$ cat src/rtl/vliw_fetch_queue.sv
// VLIW fetch queue: buffers instruction words plus load data and presents per-lane decode fields.
// Optional stall instrumentation is enabled by defining FETCH_STALL_CNT_EN.
module vliw_fetch_queue #(
    parameter int NLANES = 3,
    parameter int SLOT_W = 20,
    parameter int DATA_W = 64,
    parameter int DEPTH  = 4
) (
    input  logic                       clock,
    input  logic                       reset,
    input  logic                       flush,
    input  logic [NLANES*SLOT_W-1:0]   word,
    input  logic [NLANES*DATA_W-1:0]   data,
    input  logic                       word_valid,
    output logic                       word_ready,
    output logic                       out_valid,
    input  logic                       out_ready,
    output logic [NLANES*4-1:0]        f2dr_inst,
    output logic [NLANES*4-1:0]        f2r_src1,
    output logic [NLANES*4-1:0]        f2r_src2,
    output logic [NLANES*4-1:0]        f2d_dest,
    output logic [NLANES*DATA_W-1:0]   f2d_data
`ifdef FETCH_STALL_CNT_EN
    ,
    output logic [15:0]                stall_count
`endif
);

    localparam int BUS_W = NLANES * DATA_W;
    localparam int FLD_W = NLANES * 16;
    localparam int PTR_W = $clog2(DEPTH);
    localparam int CNT_W = PTR_W + 1;

    logic [PTR_W-1:0] wr_ptr_q, wr_ptr_d;
    logic [PTR_W-1:0] rd_ptr_q, rd_ptr_d;
    logic [CNT_W-1:0] count_q, count_d;

    // Only the decoded fields are stored; spare slot bits never reach the queue.
    logic [FLD_W-1:0] fields_mem_q [DEPTH];
    logic [BUS_W-1:0] data_mem_q   [DEPTH];
    logic [FLD_W-1:0] fields_d;
    logic [BUS_W-1:0] data_d;
    logic             has_load;
    logic             push;
    logic             pop;
    logic [FLD_W-1:0] head_fields;
    logic             unused_word;

    assign unused_word = ^word;

    assign word_ready = (count_q != CNT_W'(DEPTH));
    assign out_valid  = (count_q != '0);
    assign push       = word_valid & word_ready;
    assign pop        = out_valid & out_ready;

    always_comb begin
        fields_d = '0;
        has_load = 1'b0;
        for (int i = 0; i < NLANES; i++) begin
            fields_d[i*16+12 +: 4] = word[(NLANES-1-i)*SLOT_W+15 +: 4];
            fields_d[i*16+8  +: 4] = word[(NLANES-1-i)*SLOT_W+10 +: 4];
            fields_d[i*16+4  +: 4] = word[(NLANES-1-i)*SLOT_W+5  +: 4];
            fields_d[i*16    +: 4] = word[(NLANES-1-i)*SLOT_W    +: 4];
            if (word[(NLANES-1-i)*SLOT_W+15 +: 4] == 4'b0100) begin
                has_load = 1'b1;
            end
        end
        data_d = has_load ? data : '0;
    end

    always_comb begin
        wr_ptr_d = wr_ptr_q;
        rd_ptr_d = rd_ptr_q;
        count_d  = count_q;
        if (flush) begin
            wr_ptr_d = '0;
            rd_ptr_d = '0;
            count_d  = '0;
        end else begin
            if (push) begin
                wr_ptr_d = wr_ptr_q + 1'b1;
            end
            if (pop) begin
                rd_ptr_d = rd_ptr_q + 1'b1;
            end
            if (push && !pop) begin
                count_d = count_q + 1'b1;
            end else if (pop && !push) begin
                count_d = count_q - 1'b1;
            end
        end
    end

    always_ff @(posedge clock or posedge reset) begin
        if (reset) begin
            wr_ptr_q <= '0;
            rd_ptr_q <= '0;
            count_q  <= '0;
        end else begin
            wr_ptr_q <= wr_ptr_d;
            rd_ptr_q <= rd_ptr_d;
            count_q  <= count_d;
        end
    end

    always_ff @(posedge clock) begin
        if (push) begin
            fields_mem_q[wr_ptr_q] <= fields_d;
            data_mem_q[wr_ptr_q]   <= data_d;
        end
    end

    // An empty queue presents nop/reg0/zero data instead of stale storage.
    always_comb begin
        head_fields = out_valid ? fields_mem_q[rd_ptr_q] : '0;
        f2d_data    = out_valid ? data_mem_q[rd_ptr_q] : '0;
        f2dr_inst   = '0;
        f2r_src1    = '0;
        f2r_src2    = '0;
        f2d_dest    = '0;
        for (int i = 0; i < NLANES; i++) begin
            f2dr_inst[i*4 +: 4] = head_fields[i*16+12 +: 4];
            f2r_src1[i*4 +: 4]  = head_fields[i*16+8  +: 4];
            f2r_src2[i*4 +: 4]  = head_fields[i*16+4  +: 4];
            f2d_dest[i*4 +: 4]  = head_fields[i*16    +: 4];
        end
    end

`ifdef FETCH_STALL_CNT_EN
    logic [15:0] stall_cnt_q, stall_cnt_d;

    // Saturating count of cycles where decode refuses a presented word; flush leaves it intact.
    always_comb begin
        stall_cnt_d = stall_cnt_q;
        if (out_valid && !out_ready && (stall_cnt_q != 16'hFFFF)) begin
            stall_cnt_d = stall_cnt_q + 16'd1;
        end
    end

    always_ff @(posedge clock or posedge reset) begin
        if (reset) begin
            stall_cnt_q <= '0;
        end else begin
            stall_cnt_q <= stall_cnt_d;
        end
    end

    assign stall_count = stall_cnt_q;
`else
    // Default build carries no stall instrumentation.
`endif

endmodule

$ cat config.mk
export PLATFORM = sky130hd
export DESIGN_NAME = vliw_fetch_queue
export DESIGN_NICKNAME = d
export VERILOG_FILES = /design/src/rtl/vliw_fetch_queue.sv
export SDC_FILE = /design/constraint.sdc
export NUM_CORES = 1
export LEC_CHECK = 0
export ABC_AREA = 1
export CAP_MARGIN = 20
export CORE_ASPECT_RATIO = 2
export CORE_MARGIN = 2
export CORE_UTILIZATION = 50
export DETAILED_ROUTE_END_ITERATION = 10
export HOLD_SLACK_MARGIN = 0.1
export PLACE_DENSITY = 0.75
export SETUP_SLACK_MARGIN = 0.4
export SYNTH_ARGS = -nofsm -noshare
export SYNTH_HDL_FRONTEND = slang
export SYNTH_SLANG_ARGS = --single-unit
$ cat constraint.sdc
create_clock -name clock -period 11.06 [get_ports clock]
set_clock_uncertainty 0.1 [all_clocks]
set_input_delay 2.765 -clock clock [delete_from_list [all_inputs] [get_ports clock]]
set_output_delay 2.765 -clock clock [all_outputs]
set_load 0.01 [all_outputs]
==> flow_summary_export.csv, run 1 <==
group,metric,value,unit
die,start_util,50.6,%
die,io_pins,499,
synthesis,syn_area_per_cell,11.8,um^2
detailed_routing,vias,25800,
detailed_routing,drtAntennaViolNets,0,
cts,root_buffer,"clkbuf_16",
cts,clock_path_buffers,3,
synthesis,synth.ff_latch_count,967,
timing,worst_slew_pin_slew,1060,ps
finish,fin_nets,3958,
placed_design,dp_hpwl,51.5,mm
synthesis,synth_top_cell_by_area,"edfxtp_1",
setup_path,crit_type,"flip-flop to primary output",
setup_path,cp-end-kind,"primary output",
pwr,p_per_area,245,nW/um^2
synthesis,synth_flop_cell,"edfxtp_1",
synthesis,synth-async-reset-ratio,0.724,%
flow_run,drv_cap,0,
setup_path,r2r_start,"count_q[0]",
timing,slew_viol_final,0,
detailed_routing,drt_iter0_drc,2020,
pwr,power.leakage,17.5,nW
synthesis,synth.distinct_cells,23,
timing,setup_tns,0,ps
setup_path,crit_path_start_kind,"flip-flop",
timing,rsz0062_at_grt,"false",
pwr,ir_drop,0.000564,V
die,die_width,202,um
timing,fmax,0.141,GHz
cts,numCtsBuffers,82,
die,core,77100,um^2
global_route,antenna_found_initial,16,
cts,ctsResizeCount,0,
detailed_routing,wirelength,94.2,mm
timing,hold_violations,0,
detailed_routing,drt_pass1_iterations,5,
placed_design,io_buffer_count,486,
synthesis,yosysSeqAreaShare,74.3,%
synthesis,synthCells,3303,
timing,fin_crit,7110,ps
global_route,overflow,0,
synthesis,yosysWarnings,0,
setup_path,rr_worst_depth,6,
detailed_routing,drc_errors,0,
global_route,grt_max_degree,233,
cts,cts_sinks,967,
setup_path,r2r_slack,7570,ps
setup_path,r2r-end,"fields_mem_q[3][19]",
pwr,finalPower,11.6,mW
min_path,min_to,"count_q[0]",
finish,final_area,47500,um^2
min_path,min_from,"count_q[0]",
placed_design,place.gp.congestion,0.768,
placed_design,place_area,44500,um^2
setup_path,slowest_delay,770,ps
synthesis,synth_edf_count,960,
cts,clkSlewWorstSetupHoldPaths,70,ps
timing,relSlewSlack,29.6,%
finish,drive_gt1_share,4.52,%
synthesis,synth_area_leaders,"edfxtp_1 (74%), nor2_1 (9.3%), o21ai_0 (4.7%), a21oi_1 (3.1%), inv_1 (2.0%)",
die,die_area,80400,um^2
setup_path,crit_fanout,133,
detailed_routing,viasPerCell,5.38,
outcome,status,"finished clean",
synthesis,postSynthNetCount,3565,
global_route,grt_pass1_wl,143,mm
die,fp.dieH,399,um
cts,hold_buffers,0,
min_path,hold_depth,1,
setup_path,critical_path_arrival,4240,ps
setup_path,path_cells,"inv_8 -> buf_4 -> buf_12 -> o21ai_0 -> a21oi_1 -> clkdlybuf4s50_1",
cts,htree_levels,3,
synthesis,synth_top_cell_area_share,73.9,%
global_route,grt_pass1_vias,25600,
detailed_routing,wire_per_inst,19.7,um
global_route,grt_util_all_layers,23.1,%
setup_path,cp.required,8200,ps
synthesis,mappedNetlistArea,39000,um^2
die,core.rowCount,144,
min_path,hold_class,"flip-flop to flip-flop",
timing,finalSetupViolations,0,
finish,syn_to_final_growth,21.7,%
cts,cts_setup_buffers,0,
timing,hold_ws,429,ps
setup_path,slowest_stage,"dfrtp_4",
timing,fin_crit_sh,64.3,%
cts,cts_tree,"done",
cts,clk-insertion-delay-late,640,ps
[how the worst max path moves through the flow]
stage	from	end	slack (ps)	cells after the start
after CTS	rd_ptr_q[0]	f2d_data[19]	3740	5
final	rd_ptr_q[0]	f2d_data[19]	3950	6
after global placement	rd_ptr_q[0]	f2d_data[19]	4520	5
after floorplan	word_valid	data_mem_q[0][0]	-2720	2
after detailed placement	rd_ptr_q[0]	f2d_data[19]	4480	5
after global routing	rd_ptr_q[0]	f2d_data[126]	3730	5
[layout make-up]
| type | count | area, um^2 |
|---|---|---|
| sequential | 967 | 29000 |
| clock buffer | 95 | 2150 |
| inverter | 210 | 811 |
| tap | 1022 | 1280 |
| multi-input combinational | 1919 | 8240 |
| clock inverter | 52 | 771 |
| timing repair buffer | 516 | 5180 |
| antenna | 7 | 17.5 |
| fill | 5865 | 29700 |
[power by group]
group	internal, mW	total, mW	switching, mW	leakage (nW)
clock	1.81	3.10	1.29	1.43
combinational	1.55	3.92	2.37	6.96
sequential	4.47	4.60	0.124	9.09
total	7.83	11.6	3.78	17.5
[synthesized netlist by cell type (4+ instances only)]
master / count
ha_1: 4
nand2_1: 204
a21oi_1: 241
clkbuf_2: 10
inv_2: 4
o21ai_1: 114
buf_2: 96
clkbuf_1: 68
o21ai_0: 370
edfxtp_1: 960
buf_1: 4
inv_1: 206
dfrtp_1: 7
buf_4: 28
nor2_1: 971
nand3_1: 5
[worst max-delay path, delay by kind of cell, from the launching register on]
kind | cells | cell delay, ps
DFF | 1 | 770
buffers and inverters | 4 | 2170
AOI/OAI and AO/OA | 2 | 470
[cell usage in the layout (no fill, tap or decap), drive strengths merged, types with 17 or more instances in the layout]
master and count:
nor2 971, a21oi 241, inv 213, clkbuf 95
o21ai 484, bufinv 17, buf 30, edfxtp 960
clkdlybuf4s50 486, clkinv 30, nand2 204
[cells by family after synthesis]
kind of cell               after synthesis  share of synthesized area [%]
and+or+nand+nor                       1187                           11.5
xor gates and xnor gates                 2                         0.0449
DFF                                    967                           74.3
buffers and inverters                  417                           4.64
adders and majority gates                5                          0.180
AOI/OAI and AO/OA                      725                           9.30
[per-layer routing]
metal  GRT usage (%)  vias up  share of wire (%)
met4            8.46       18                2.6
met3            5.99      171                9.0
met1            28.0    12500                 38
met2            39.7     1020                 50
li1                -    12100                  -
met5               0        -               0.13
[sequential cells by signal, summed over array words and instances, names as in the netlist]
name / count
data_mem_q: 768
fields_mem_q: 192
count_q: 3
rd_ptr_q: 2
wr_ptr_q: 2
[metrics by stage]
step | cells | utilization [%] | setup slack, ps
floorplan | 3303 | - | -2720
global placement | 4633 | 57.7 | 4520
detailed placement | 4633 | 57.7 | 4480
CTS | 4780 | 61.5 | 3740
global route | 4787 | 61.5 | 3730
finish | 4788 | 61.5 | 3950
No activity file was read; power rests on OpenSTA's default activity.
==> run 2: changes to the inputs <==
--- a/config.mk
+++ b/config.mk
@@ -9,10 +9,10 @@
 export CAP_MARGIN = 20
 export CORE_ASPECT_RATIO = 2
 export CORE_MARGIN = 2
-export CORE_UTILIZATION = 50
+export CORE_UTILIZATION = 55
 export DETAILED_ROUTE_END_ITERATION = 10
 export HOLD_SLACK_MARGIN = 0.1
-export PLACE_DENSITY = 0.75
+export PLACE_DENSITY = 0.78
 export SETUP_SLACK_MARGIN = 0.4
 export SYNTH_ARGS = -nofsm -noshare
 export SYNTH_HDL_FRONTEND = slang
==> constraint.sdc (replaced) <==
create_clock -name clock -period 7.16 [get_ports clock]
set_clock_uncertainty 0.1 [all_clocks]
set_input_delay 1.79 -clock clock [delete_from_list [all_inputs] [get_ports clock]]
set_output_delay 1.79 -clock clock [all_outputs]
set_load 0.01 [all_outputs]
==> run 2 against run 1 <==
  * Utilization is 5.2 points higher
  * Non-clock buffer count did not move
  * Critical path depth is 1 lower
  * Setup slack lost 2400 ps
  * Clock power is 35% higher
  * Sequential power rose by 54%
  * Via count down 0.26%
  * Global-route usage rose by 2.0 points
  * Power increased by 50%
==> flow_summary_export.csv, run 2 (synthesis gave the netlist of run 1 again) <==
group,metric,value,unit
outcome,status,"finished clean",
die,core,70400,um^2
finish,multiInputGateArea,8240,um^2
setup_path,r2r_slack,4230,ps
finish,fin_nets,3957,
timing,fin_crit,5560,ps
setup_path,rr_worst_depth,5,
timing,finalSetupViolations,0,
cts,hold_buffers,0,
pwr,power.leakage,17.3,nW
min_path,hold_class,"flip-flop to flip-flop",
global_route,use_met1,30.5,%
global_route,grt_max_degree,205,
global_route,grt_pass1_wl,140,mm
global_route,overflow,0,
die,fp.dieH,381,um
setup_path,cp-end-kind,"primary output",
finish,largest_reg_flops,768,
setup_path,slowest_delay,660,ps
placed_design,io_buffer_count,486,
detailed_routing,viasPerCell,5.50,
finish,regArea,29000,um^2
min_path,hold_depth,1,
detailed_routing,drc_errors,0,
cts,clock_path_buffers,3,
cts,clk-insertion-delay-late,650,ps
global_route,grt_util_met2,40.3,%
finish,final_common_cell,"nor2_1",
finish,most-common-layout-cells,"nor2_1 (967), edfxtp_1 (960), clkdlybuf4s50_1 (486)",
timing,fin_crit_sh,77.7,%
setup_path,critical_path_arrival,3670,ps
detailed_routing,wire_per_inst,19.8,um
global_route,grt_util_all_layers,25.0,%
setup_path,crit_type,"flip-flop to primary output",
global_route,grt_pass1_vias,25600,
min_path,min_to,"count_q[0]",
timing,hold_violations,0,
setup_path,r2r-end,"data_mem_q[2][26]",
detailed_routing,drt_iter0_drc,2077,
cts,cts_setup_buffers,0,
die,start_util,55.4,%
cts,cts_tree,"done",
timing,rsz0062_at_grt,"false",
die,core.rowCount,138,
setup_path,crit_buf_inv,3,
detailed_routing,wirelength,92.4,mm
global_route,antenna_found_initial,14,
global_route,grt.busiest_layer,"met2",
finish,reg_top3,"data_mem_q (768), fields_mem_q (192), count_q (3)",
pwr,p_per_area,370,nW/um^2
detailed_routing,drt_pass1_iterations,6,
setup_path,path_cells,"inv_8 -> buf_12 -> o21ai_0 -> a21oi_1 -> clkdlybuf4s50_1",
global_route,grtUsageMet3,10.1,%
setup_path,r2r_start,"count_q[0]",
setup_path,crit_fanout,142,
cts,ctsResizeCount,0,
cts,numCtsBuffers,81,
die,die_area,73200,um^2
timing,slew_viol_final,0,
setup_path,cp.depth,5,
flow_run,drv_cap,0,
setup_path,crit_family,"buffers and inverters",
finish,fin_cells,4669,
die,io_pins,499,
die,die_width,192,um
min_path,min_from,"count_q[0]",
placed_design,dp_hpwl,50.7,mm
pwr,ir_drop,0.000337,V
timing,relSlewSlack,23.4,%
placed_design,place.gp.congestion,0.792,
timing,worst_slew_pin_slew,1150,ps
cts,clkSlewWorstSetupHoldPaths,60,ps
setup_path,slowest_stage,"dfrtp_4",
placed_design,numPlacedInstances,4522,
cts,root_buffer,"clkbuf_16",
finish,drive_gt1_share,3.89,%
setup_path,crit_path_start_kind,"flip-flop",
detailed_routing,drtAntennaViolNets,0,
pwr,finalPower,17.4,mW
finish,syn_to_final_growth,20.4,%
cts,cts_sinks,967,
timing,fmax,0.180,GHz
setup_path,cp.required,5270,ps
finish,fillCellCount,4929,
finish,largest_register,"data_mem_q",
cts,htree_levels,3,
detailed_routing,vias,25700,
[run 2: changes by cell type in the layout (fill, tap and decap cells not counted), sizes merged]
cell and delta:
bufinv -13, clkbuf +8, clkinv -3, clkinvlp +2
inv -1
[run 2: cell type report]
cell class	count	share of cell area, %
antenna	7	0.0373
tap	910	2.42
inverter	210	1.73
clock buffer	103	4.67
sequential	967	61.7
multi-input combinational	1919	17.5
timing repair buffer	516	11.3
clock inverter	37	0.607
[run 2: per-stage QoR]
step	worst slack [ps]	area, um^2	hold WS, ps	TNS (ps)	util (%)
after global placement	2330	44500	391	0	63.2
after CTS	1600	47000	414	0	66.7
final	1600	47000	417	0	66.7
after global routing	1430	47000	436	0	66.7
after floorplan	-1620	39000	367	-1556030	-
after detailed placement	2310	44500	404	0	63.2
[run 2: worst max path at each step]
stage | from | endpoint | slack [ps]
global placement | rd_ptr_q[0] | f2r_src1[2] | 2330
global route | rd_ptr_q[0] | f2d_data[141] | 1430
CTS | rd_ptr_q[0] | f2dr_inst[6] | 1600
detailed placement | rd_ptr_q[0] | f2dr_inst[6] | 2310
floorplan | word_valid | data_mem_q[0][0] | -1620
finish | rd_ptr_q[0] | f2d_data[4] | 1600
[run 2: metal layers]
metal,vias up,share of wire [%],routed length [um]
met3,152,13,11800
li1,12100,-,-
met1,12300,38,34700
met4,24,2.1,1910
met2,1105,47,43800
met5,-,0.17,155
[run 2: report_power, final]
group / switching (mW) / leakage [nW] / internal (mW) / total, mW
logic: 3.69 / 6.99 / 2.42 / 6.11
registers: 0.167 / 9.09 / 6.91 / 7.08
clock network: 1.88 / 1.20 / 2.31 / 4.18
